File: config.mk
export PLATFORM = sky130hd
export DESIGN_NAME = square_wave_synth
export DESIGN_NICKNAME = d
export VERILOG_FILES = /design/src/rtl/square_wave_synth.sv
export SDC_FILE = /design/constraint.sdc
export NUM_CORES = 1
export LEC_CHECK = 0
export ABC_AREA = 1
export BUFFER_PORTS_ARGS = -buffer_cell sky130_fd_sc_hd__buf_2
export CAP_MARGIN = 20
export CORE_UTILIZATION = 50
export CTS_CLUSTER_DIAMETER = 200
export CTS_CLUSTER_SIZE = 14
export DETAILED_ROUTE_END_ITERATION = 16
export MAX_ROUTING_LAYER = met4
export PLACE_DENSITY = 0.68
export SKIP_CTS_REPAIR_TIMING = 1
export SYNTH_ARGS = -nofsm -noshare
export SYNTH_HDL_FRONTEND = slang
export SYNTH_SLANG_ARGS = --single-unit
File: constraint.sdc
create_clock -name clk -period 5.79 [get_ports clk]
set_input_delay 1.158 -clock clk [delete_from_list [all_inputs] [get_ports clk]]
set_output_delay 1.158 -clock clk [all_outputs]
set_load 0.05 [all_outputs]
File: src/rtl/square_wave_synth.sv
// square_wave_synth: programmable 50%-duty square wave source; define SQUARE_WAVE_SYNTH_CYCLE_COUNT_EN to add the edge_count output
module square_wave_synth #(
    parameter int CLK_FREQ = 100_000_000,
    parameter int W        = 26
) (
    input  logic         clk,
    input  logic         reset,
    input  logic [W-1:0] freq_in,
    input  logic         load,
    output logic         busy,
    output logic         waveform,
    output logic [W-1:0] half_period,
`ifdef SQUARE_WAVE_SYNTH_CYCLE_COUNT_EN
    output logic [W-1:0] edge_count,
`endif
    output logic         err
);
    localparam int N  = CLK_FREQ / 2;
    localparam int NW = $clog2(N + 1);
    localparam int IW = $clog2(NW);
    localparam logic [W-1:0] DVD0 = W'(N) << (W - NW);

    typedef enum logic [1:0] {IDLE, DIV, RUN} state_t;

    state_t        r_state, w_next;
    logic [W-1:0]  r_div, r_dvd, r_rem, r_q, r_cnt, w_q;
    logic [IW-1:0] r_iter;
    logic          r_zero;
    logic [W:0]    w_sh, w_diff;
    logic          w_ge, w_accept, w_done, w_tick;

    assign busy     = r_state == DIV;
    assign w_accept = load && !busy;
    assign w_done   = busy && (r_zero || r_iter == IW'(NW - 1));
    assign w_sh     = {r_rem, r_dvd[W-1]};
    assign w_diff   = w_sh - {1'b0, r_div};
    assign w_ge     = w_sh >= {1'b0, r_div};
    assign w_q      = W'({r_q, w_ge});
    assign w_tick   = r_cnt == half_period - W'(1);

    // state register
    always_ff @(posedge clk or posedge reset) begin
        if (reset)
            r_state <= IDLE;
        else
            r_state <= w_next;
    end

    // next state: a load always starts a (possibly trivial) division; zero frequency lands back in IDLE
    always_comb begin
        w_next = r_state;
        if (w_accept)
            w_next = DIV;
        else if (w_done)
            w_next = r_zero ? IDLE : RUN;
    end

    // restoring divider, result commit and toggle generator; the old waveform keeps running while dividing
    always_ff @(posedge clk or posedge reset) begin
        if (reset) begin
            r_div       <= '0;
            r_dvd       <= '0;
            r_rem       <= '0;
            r_q         <= '0;
            r_iter      <= '0;
            r_zero      <= 1'b0;
            r_cnt       <= '0;
            waveform    <= 1'b0;
            half_period <= '0;
            err         <= 1'b0;
`ifdef SQUARE_WAVE_SYNTH_CYCLE_COUNT_EN
            edge_count  <= '0;
`endif
        end else begin
            if (w_accept) begin
                r_div  <= freq_in;
                r_zero <= freq_in == '0;
                r_dvd  <= DVD0;
                r_rem  <= '0;
                r_q    <= '0;
                r_iter <= '0;
            end else if (busy) begin
                r_rem  <= W'(w_ge ? w_diff : w_sh);
                r_q    <= w_q;
                r_dvd  <= r_dvd << 1;
                r_iter <= r_iter + IW'(1);
            end
            if (w_done) begin
                half_period <= r_zero ? '0 : (w_q == '0 ? W'(1) : w_q);
                err         <= !r_zero && w_q == '0;
                waveform    <= 1'b0;
                r_cnt       <= '0;
`ifdef SQUARE_WAVE_SYNTH_CYCLE_COUNT_EN
                edge_count  <= '0;
`endif
            end else if (half_period != '0) begin
                r_cnt    <= w_tick ? '0 : r_cnt + W'(1);
                waveform <= w_tick ? !waveform : waveform;
`ifdef SQUARE_WAVE_SYNTH_CYCLE_COUNT_EN
                if (w_tick && !waveform && edge_count != '1)
                    edge_count <= edge_count + W'(1);
`endif
            end
        end
    end
endmodule

==> results of run 1 <==
==> area by class of cell <==
cell class / count / share of cell area (%)
multi-input combinational: 843 / 44.9
timing repair buffer: 66 / 3.33
clock buffer: 17 / 4.02
inverter: 163 / 5.83
clock inverter: 15 / 1.79
tap: 234 / 2.77
sequential: 158 / 37.4
==> path summary, 6_finish.rpt <==
check / depth (start not counted) / to
worst max register to register: 11 / r_rem[23]$_DFFE_PP0P_
worst min register to register: 2 / r_state[1]$_DFFE_PP0P_
min in group asynchronous: 2 / r_div[15]$_DFFE_PP0P_
worst max-delay path: 11 / r_rem[23]$_DFFE_PP0P_
max in group asynchronous: 3 / r_q[13]$_DFFE_PP0P_
worst min-delay path: 2 / r_state[1]$_DFFE_PP0P_
==> registers in the layout (all words and copies together), names as in the netlist <==
signal / count
r_state: 2
r_div: 26
r_q: 25
r_iter: 5
r_cnt: 26
err: 1
r_dvd: 19
half_period: 26
waveform: 1
r_rem: 26
r_zero: 1
==> worst min-delay path, stage by stage (launching register included) <==
cell and delay [ns]:
dfrtp_1 0.35, nand2_1 0.06, nand2_1 0.05
==> cell usage after synthesis (all sizes together), types with 2 or more instances <==
cell type / n
ha: 30
o22ai: 61
buf: 15
clkinv: 2
clkbuf: 21
a31oi: 3
dfrtp: 158
inv: 161
or2: 2
nor3: 10
nand3b: 6
a21oi: 101
nand3: 67
nor2: 136
nand4: 25
o211ai: 4
xnor2: 16
nor4: 10
xnor3: 2
a22o: 3
o21bai: 7
xor2: 43
o21ai: 64
nand2: 246
==> power by group <==
group | internal (mW) | switching, mW | total (mW)
Sequential | 1.55 | 0.355 | 1.91
Clock | 0.623 | 0.531 | 1.15
Combinational | 1.40 | 2.65 | 4.05
==> cells by family (layout without fill, tap and decap cells) <==
family,after synthesis,count (layout),share of synthesized area [%]
AOI/OAI and AO/OA,246,246,15.2
xor gates and xnor gates,61,61,5.91
adders and majority gates,31,31,4.16
buffers and inverters,199,261,8.48
DFF,158,158,41.6
muxes,1,1,0.118
and+or+nand+nor,504,504,24.5
==> through the flow <==
| stage | util [%] | hold WS (ns) | std cells |
|---|---|---|---|
| 5_1_grt | 56.8 | 0.518 | 1496 |
| 3_3_place_gp | 53.5 | 0.467 | 1464 |
| 4_1_cts | 56.8 | 0.488 | 1496 |
| 6_report | 56.8 | 0.487 | 1496 |
| 2_1_floorplan | - | 0.451 | 1200 |
| 3_5_place_dp | 53.5 | 0.470 | 1464 |
==> metal layers <==
metal / vias to the layer above / track usage [%]
met3: 28 / 3.96
met1: 3985 / 38.7
met2: 166 / 38.8
li1: 4063 / -
met4: 0 / 7.17
met5: - / -
==> qor.csv, run 1 <==
metric,value,unit
grt_overflow,0,
worst_hold_path_type,register to register,
die_w,140,um
fillers,1742,
ff2ff_setup_slack,2.65,ns
grt_max_degree,81,
setup_viol,0,
ys_types,48,
grt_pass1_wl,40.1,mm
multi_input_area,4750,um^2
critPathKind,register to register,
cp.required,6.09,ns
final-hold-violation-count,0,
synthArstFlopShare,100,%
tritoncts,yes,
crit_family,simple AND/OR/NAND/NOR gates,
clock-sinks,158,
clk_latency,0.44,ns
ys_seq_area_share,41.6,%
placed_area,9970,um^2
clkSlewWorstSetupHoldPaths,0.07,ns
synthTopCellsByArea,"dfrtp_1 (42%), nand2_1 (9.3%), inv_1 (6.3%)",
dp_slack,2.70,ns
grt_pass1_vias,7992,
vias_per_cell,5.51,
synth_top_area_cell,dfrtp_1,
cts.htree.levels,4,
synth_top_area_share,41.6,%
antenna_found_initial,0,
syn_avg_cell_area,7.92,um^2
cts_max_path_buffers,2,
crit_chain,ha_1 -> a21oi_1 -> o21ai_1 -> a21oi_1 -> o21ai_1 -> nand3_1 -> nand3_2 -> nand2_1 -> o21ai_0 -> o21ai_0 -> o21ai_0,
wl,23.6,mm
cts_buffers,17,
std_cell_rows,50,
finalCriticalPeriod,3.14,ns
topRoutingLayerUsed,met4,
boundaryPins,58,
met2_length,10.3,mm
synth_edf_count,0,
layout_setup_ws,2.65,ns
root_buffer,clkbuf_16,
die_h,140,um
fin_tns_setup,0,ns
wl_per_cell,15.8,um
cp_num_buf_inv,0,
crit_start,r_rem[5]$_DFFE_PP0P_,
status,completed,
min_from,r_state[1]$_DFFE_PP0P_,
ys.flop_type,dfrtp_1,
fin_area,10600,um^2
port_buffers,57,
drcViolationCount,0,
max_slew.worst_pin.slew,0.943,ns
drt-met1-wl,12.1,mm
seqCellArea,3950,um^2
max_stage_delay,0.64,ns
first_iter_violations,580,
synth_warnings,0,
p_leak,5.24,nW
firstDrtPassIters,5,
synth_cells,1200,
layout-drive-gt1-share,13.5,%
core,18600,um^2
grtUsageTotal,26.7,%
syn_area,9500,um^2
design.die.area,19600,um^2
drv_slew,0,
ys_ff_latch,158,
diodes,0,
max_slew_margin,36.6,%
cp.arrival,3.44,ns
final_cell_mix,"nand2_1 (235), inv_1 (158), dfrtp_1 (158), nor2_1 (112), a21oi_1 (79)",
cp-start-kind,register,
max_freq,318,MHz
finalClockSkew,0.0137,ns
place_hpwl,17.0,mm
wl_met3,867,um
crit_top_cell,o21ai_0,
syn_nets,1260,
reg2reg_from,r_rem[5]$_DFFE_PP0P_,
cpMaxStageDelayCell,nand3_2,
cellPowerDensity,672,nW/um^2
final_nets,1309,
crit_fanout,46,
layout.cells.most_common,nand2_1,
initial_core_util,51.0,%
drv_cap,0,
rsz0062_at_grt,no,
vias,8242,
period_share,54.2,%
p_total,7.11,mW
end_kind,register,
syn2layout_area_growth,11.3,%
ant_nets,0,
vdd_drop_max,0.000271,V
globalplace.congestion,0.945,
Note: power is estimated with default switching activity, not from simulation.
==> run 2, diff against run 1 <==
ABC_AREA = 0   (was 1)
PLACE_DENSITY = 0.7   (was 0.68)
clock period = 2.6 ns   (was 5.79 ns; I/O delays follow)
==> run 2 against run 1 <==
Non-clock buffer count up 101. Cell count down 4.8%. The flow now finishes with violations (setup timing). Routed wire length grew 5.4%. Cell area is 9.4% higher. Core utilization rose by 7.5 points. First-iteration DRC count grew 36%.
==> qor.csv, run 2 <==
metric,value,unit
reg2reg_depth,12,
grt_pass1_wl,38.4,mm
max_slew.worst_pin.slew,0.775,ns
cellPowerDensity,1640,nW/um^2
finalCriticalPeriod,2.73,ns
layout.cells.most_common,nand2_1,
syn_avg_cell_area,8.76,um^2
boundaryPins,58,
crit_fanout,2,
synthTopCellsByArea,"dfrtp_1 (43%), nand2_1 (7.1%), nand3_1 (5.1%)",
layout-drive-gt1-share,27.8,%
synth_top_area_share,42.9,%
p_leak,5.28,nW
cts_buffers,17,
synth_common_cells,"nand2_1 (174), dfrtp_1 (158), nand3_1 (94)",
max_stage_delay,0.39,ns
placed_area,10500,um^2
grt_max_degree,83,
root_buffer,clkbuf_16,
dp_slack,-0.107,ns
globalplace.congestion,0.921,
die_h,138,um
place_hpwl,17.2,mm
drcViolationCount,0,
die_w,138,um
clkSlewWorstSetupHoldPaths,0.07,ns
clock-sinks,158,
ff2ff_setup_slack,-0.13,ns
final_nets,1242,
antenna_found_initial,0,
design.die.area,19000,um^2
drv_slew,0,
status,finished with violations,
violations,setup timing,
syn2layout_area_growth,25.6,%
synthArstFlopShare,100,%
vias,8409,
cp-start-kind,register,
topRoutingLayerUsed,met4,
cts.htree.levels,4,
critPathKind,register to register,
syn_area,9210,um^2
fin_area,11600,um^2
synth_top_area_cell,dfrtp_1,
grt_overflow,0,
ys.flop_type,dfrtp_1,
final_cell_mix,"nand2_1 (172), dfrtp_1 (148), buf_4 (102), nand3_1 (92), buf_2 (57)",
ant_nets,0,
ys_types,69,
vias_per_cell,5.91,
period_share,105,%
grtUsageTotal,27.0,%
drv_cap,0,
met2_length,11.5,mm
synth_cells,1052,
wl,24.9,mm
cp.required,2.96,ns
rsz0062_at_grt,yes,
crit_start,r_dvd[25]$_DFFE_PP0P_,
core,18000,um^2
port_buffers,57,
diodes,0,
std_cell_rows,49,
vdd_drop_max,0.00109,V
drt-met1-wl,11.5,mm
clk_latency,0.43,ns
end_kind,register,
r2r_end,r_rem[24]$_DFFE_PP0P_,
finalClockSkew,0.0102,ns
firstDrtPassIters,8,
reg2reg_from,r_dvd[25]$_DFFE_PP0P_,
crit_chain,inv_2 -> ha_4 -> inv_2 -> fa_2 -> a21o_1 -> a221oi_4 -> a221oi_4 -> o31ai_2 -> a21oi_2 -> o21ai_1 -> or3b_1 -> a21oi_1,
worst_hold_path_type,input port to async pin,
wl_met3,1.40,mm
max_slew_margin,48.3,%
synth_warnings,0,
syn_nets,1112,
cts_max_path_buffers,2,
cpMaxStageDelayCell,dfrtp_1,
yosysMostFrequentCell,nand2_1,
max_freq,366,MHz
first_iter_violations,789,
cp.arrival,3.09,ns
grt_pass1_vias,7579,
layout_setup_ws,-0.130,ns
initial_core_util,51.1,%
setup_viol,27,
final-hold-violation-count,0,
ys_ff_latch,158,
wl_per_cell,17.5,um
fillers,1507,
tritoncts,yes,
ys_seq_area_share,42.9,%
synth_edf_count,0,
## run 2: cells by family (layout without fill, tap and decap cells)
kind of cell / Yosys count / after routing / share of synthesized area, %
AND/OR/NAND/NOR: 474 / 474 / 25.4
AO/OA/AOI/OAI: 184 / 184 / 12.6
flip-flops: 158 / 158 / 42.9
buffers and inverters: 103 / 246 / 4.36
XOR/XNOR: 68 / 68 / 6.46
multiplexers: 34 / 34 / 4.05
adder cells (fa/ha/maj): 31 / 31 / 4.29
## run 2: through the flow
stage	TNS [ns]	cells	util [%]	hold WS, ns	power (mW)
after floorplan	-4.65	1052	-	0.433	11.6
after global placement	-0.290	1380	58.5	0.442	14.7
after detailed placement	-2.13	1380	58.5	0.450	14.9
after CTS	-2.45	1412	61.8	0.108	17.6
after global routing	-6.38	1424	64.2	0.132	20.2
final	-1.96	1424	64.2	0.109	19.0
## run 2: final cells by class
type                    count  area (um^2)  share of cell area (%)
clock buffers              18          429                    3.71
clock inverters            14          171                    1.48
inverters                  47          180                    1.56
multi-input cells         791         5350                    46.2
flip-flops and latches    158         3970                    34.3
well taps                 229          287                    2.48
repair buffers            167         1190                    10.3
## run 2: how the worst max path moves through the flow
| stage | to | depth (start not counted) |
|---|---|---|
| after floorplan | r_cnt[13]$_DFFE_PP0P_ | 10 |
| after global placement | r_rem[18]$_DFFE_PP0P_ | 12 |
| after detailed placement | r_rem[24]$_DFFE_PP0P_ | 12 |
| after CTS | r_rem[24]$_DFFE_PP0P_ | 12 |
| after global routing | r_rem[24]$_DFFE_PP0P_ | 12 |
| final | r_rem[24]$_DFFE_PP0P_ | 12 |
## run 2: report_power, final
group	internal (mW)	total, mW	leakage (nW)	switching [mW]
Combinational	5.45	12.0	2.98	6.60
Sequential	3.50	4.37	2.01	0.861
Clock	1.45	2.56	0.292	1.11
Total	10.4	19.0	5.28	8.57
## run 2: critical path: cells and delay by family, from the launching register on
family / cells / cell delay, ns
compound gates: 7 / 1.33
flops: 1 / 0.39
buf+inv: 2 / 0.13
fa+ha+maj: 2 / 0.48
simple gates: 1 / 0.34
## run 2: layer usage
layer,GRT usage [%],vias up
li1,-,4005
met1,37.1,4100
met2,41.1,260
met3,4.45,44
met4,7.85,0
met5,-,-
==> run 3, diff against run 2 <==
CORE_UTILIZATION = 35   (was 50)
PLACE_DENSITY = not set   (was 0.7)
==> run 3 against run 2 <==
The run still ends with setup timing left. Setup slack lost 0.087 ns. Global-route usage shrank 7.6 points. Maximum frequency shrank 3.1%. Total power grew 6.2%. Die area grew 42%. Via count shrank 0.63%. Register-to-register slack lost 0.09 ns. Highest routed layer unchanged. Combinational power grew 9%.
==> qor.csv, run 3 (synthesized netlist as in run 2, its figures left out) <==
metric,value,unit
status,finished with violations,
violations,setup timing,
root_buffer,clkbuf_16,
std_cell_rows,59,
placed_area,10800,um^2
fin_tns_setup,-1.64,ns
fin_cells,1556,
drv_cap,0,
max_slew_margin,45.5,%
grt_max_degree,84,
max_freq,355,MHz
reg2reg_depth,12,
first_iter_violations,539,
firstDrtPassIters,5,
drcViolationCount,0,
place_hpwl,17.3,mm
initial_core_util,35.6,%
antenna_found_initial,0,
layout_setup_ws,-0.217,ns
ant_nets,0,
period_share,108,%
cp-start-kind,register,
port_buffers,57,
clock-sinks,158,
tritoncts,yes,
grtUsageTotal,19.4,%
cts_max_path_buffers,2,
die_h,164,um
grt_pass1_vias,7756,
wl,25.1,mm
cp.arrival,3.17,ns
p_leak,5.43,nW
rsz0062_at_grt,yes,
placedCellCount,1501,
final_cell_mix,"nand2_1 (172), dfrtp_1 (149), buf_4 (121), nand3_1 (92), buf_2 (57)",
layout-drive-gt1-share,30.8,%
r2r_end,r_rem[24]$_DFFE_PP0P_,
fin_area,12100,um^2
design.die.area,27000,um^2
critPathKind,register to register,
final_nets,1268,
fillers,2446,
max_slew.worst_pin.slew,0.817,ns
vias,8356,
ff2ff_setup_slack,-0.22,ns
crit_fanout,2,
cts_buffers,17,
worst_hold_path_type,input port to async pin,
cellPowerDensity,1660,nW/um^2
p_total,20.2,mW
syn2layout_area_growth,31.5,%
cp.required,2.96,ns
reg2reg_from,r_dvd[25]$_DFFE_PP0P_,
globalplace.congestion,0.894,
die_w,164,um
wl_per_cell,16.1,um
final-hold-violation-count,0,
end_kind,register,
finalCriticalPeriod,2.82,ns
core,25900,um^2
layout.cells.most_common,nand2_1,
clkSlewWorstSetupHoldPaths,0.07,ns
setup_viol,27,
vias_per_cell,5.37,
grt_pass1_wl,40.2,mm
drv_slew,0,
grt_overflow,0,
fin_util,46.8,%
vdd_drop_max,0.000734,V
clk_latency,0.44,ns
finalClockSkew,0.0165,ns
cts.htree.levels,4,
diodes,0,
boundaryPins,58,
==> run 3: layout make-up <==
cell class                      count  area [um^2]  area share, %
Clock inverter                     13          176           1.46
Timing Repair Buffer              193         1420           11.8
Sequential cell                   158         3970           32.7
Inverter                           47          180           1.49
Multi-Input combinational cell    791         5510           45.5
Clock buffer                       19          443           3.66
Tap cell                          335          419           3.46
==> run 3: layer usage <==
| layer | GRT usage, % | vias to the layer above | share of wire [%] |
|---|---|---|---|
| met5 | - | - | 0 |
| met4 | 5.51 | 0 | 1.7 |
| met3 | 3.11 | 38 | 3.6 |
| met2 | 29.5 | 176 | 47 |
| met1 | 26.5 | 4089 | 48 |
| li1 | - | 4053 | - |
==> run 3: through the flow <==
| stage | hold slack, ns | worst slack [ns] |
|---|---|---|
| final | 0.158 | -0.217 |
| after global routing | 0.194 | -0.316 |
| after CTS | 0.164 | -0.119 |
| after detailed placement | 0.447 | -0.124 |
| after global placement | 0.443 | -0.0432 |
| after floorplan | 0.433 | -0.202 |
==> run 3: worst max-delay path, stage by stage (launching register included) <==
cell,delay [ns]
dfrtp_1,0.39
inv_2,0.08
ha_4,0.13
inv_2,0.03
fa_2,0.33
a21o_1,0.20
a221oi_4,0.35
a221oi_4,0.12
o31ai_2,0.27
a21oi_2,0.11
o21ai_1,0.21
or3b_1,0.39
a21oi_1,0.13
==> run 3: worst max-delay path by stage <==
stage | startpoint | endpoint | slack (ns) | depth (start not counted)
final | r_dvd[25]$_DFFE_PP0P_ | r_rem[24]$_DFFE_PP0P_ | -0.22 | 12
after global routing | r_dvd[25]$_DFFE_PP0P_ | r_rem[24]$_DFFE_PP0P_ | -0.32 | 12
after CTS | r_dvd[25]$_DFFE_PP0P_ | r_rem[24]$_DFFE_PP0P_ | -0.12 | 12
after detailed placement | r_dvd[25]$_DFFE_PP0P_ | r_rem[24]$_DFFE_PP0P_ | -0.12 | 12
after global placement | half_period[5]$_DFFE_PP0P_ | r_cnt[4]$_DFFE_PP0P_ | -0.04 | 12
after floorplan | half_period[2]$_DFFE_PP0P_ | r_cnt[13]$_DFFE_PP0P_ | -0.20 | 10
==> run 3: power breakdown <==
part,switching (mW),internal (mW),total (mW)
clock network,1.11,1.56,2.67
logic,6.86,6.27,13.1
registers,0.852,3.50,4.35
total,8.82,11.3,20.2
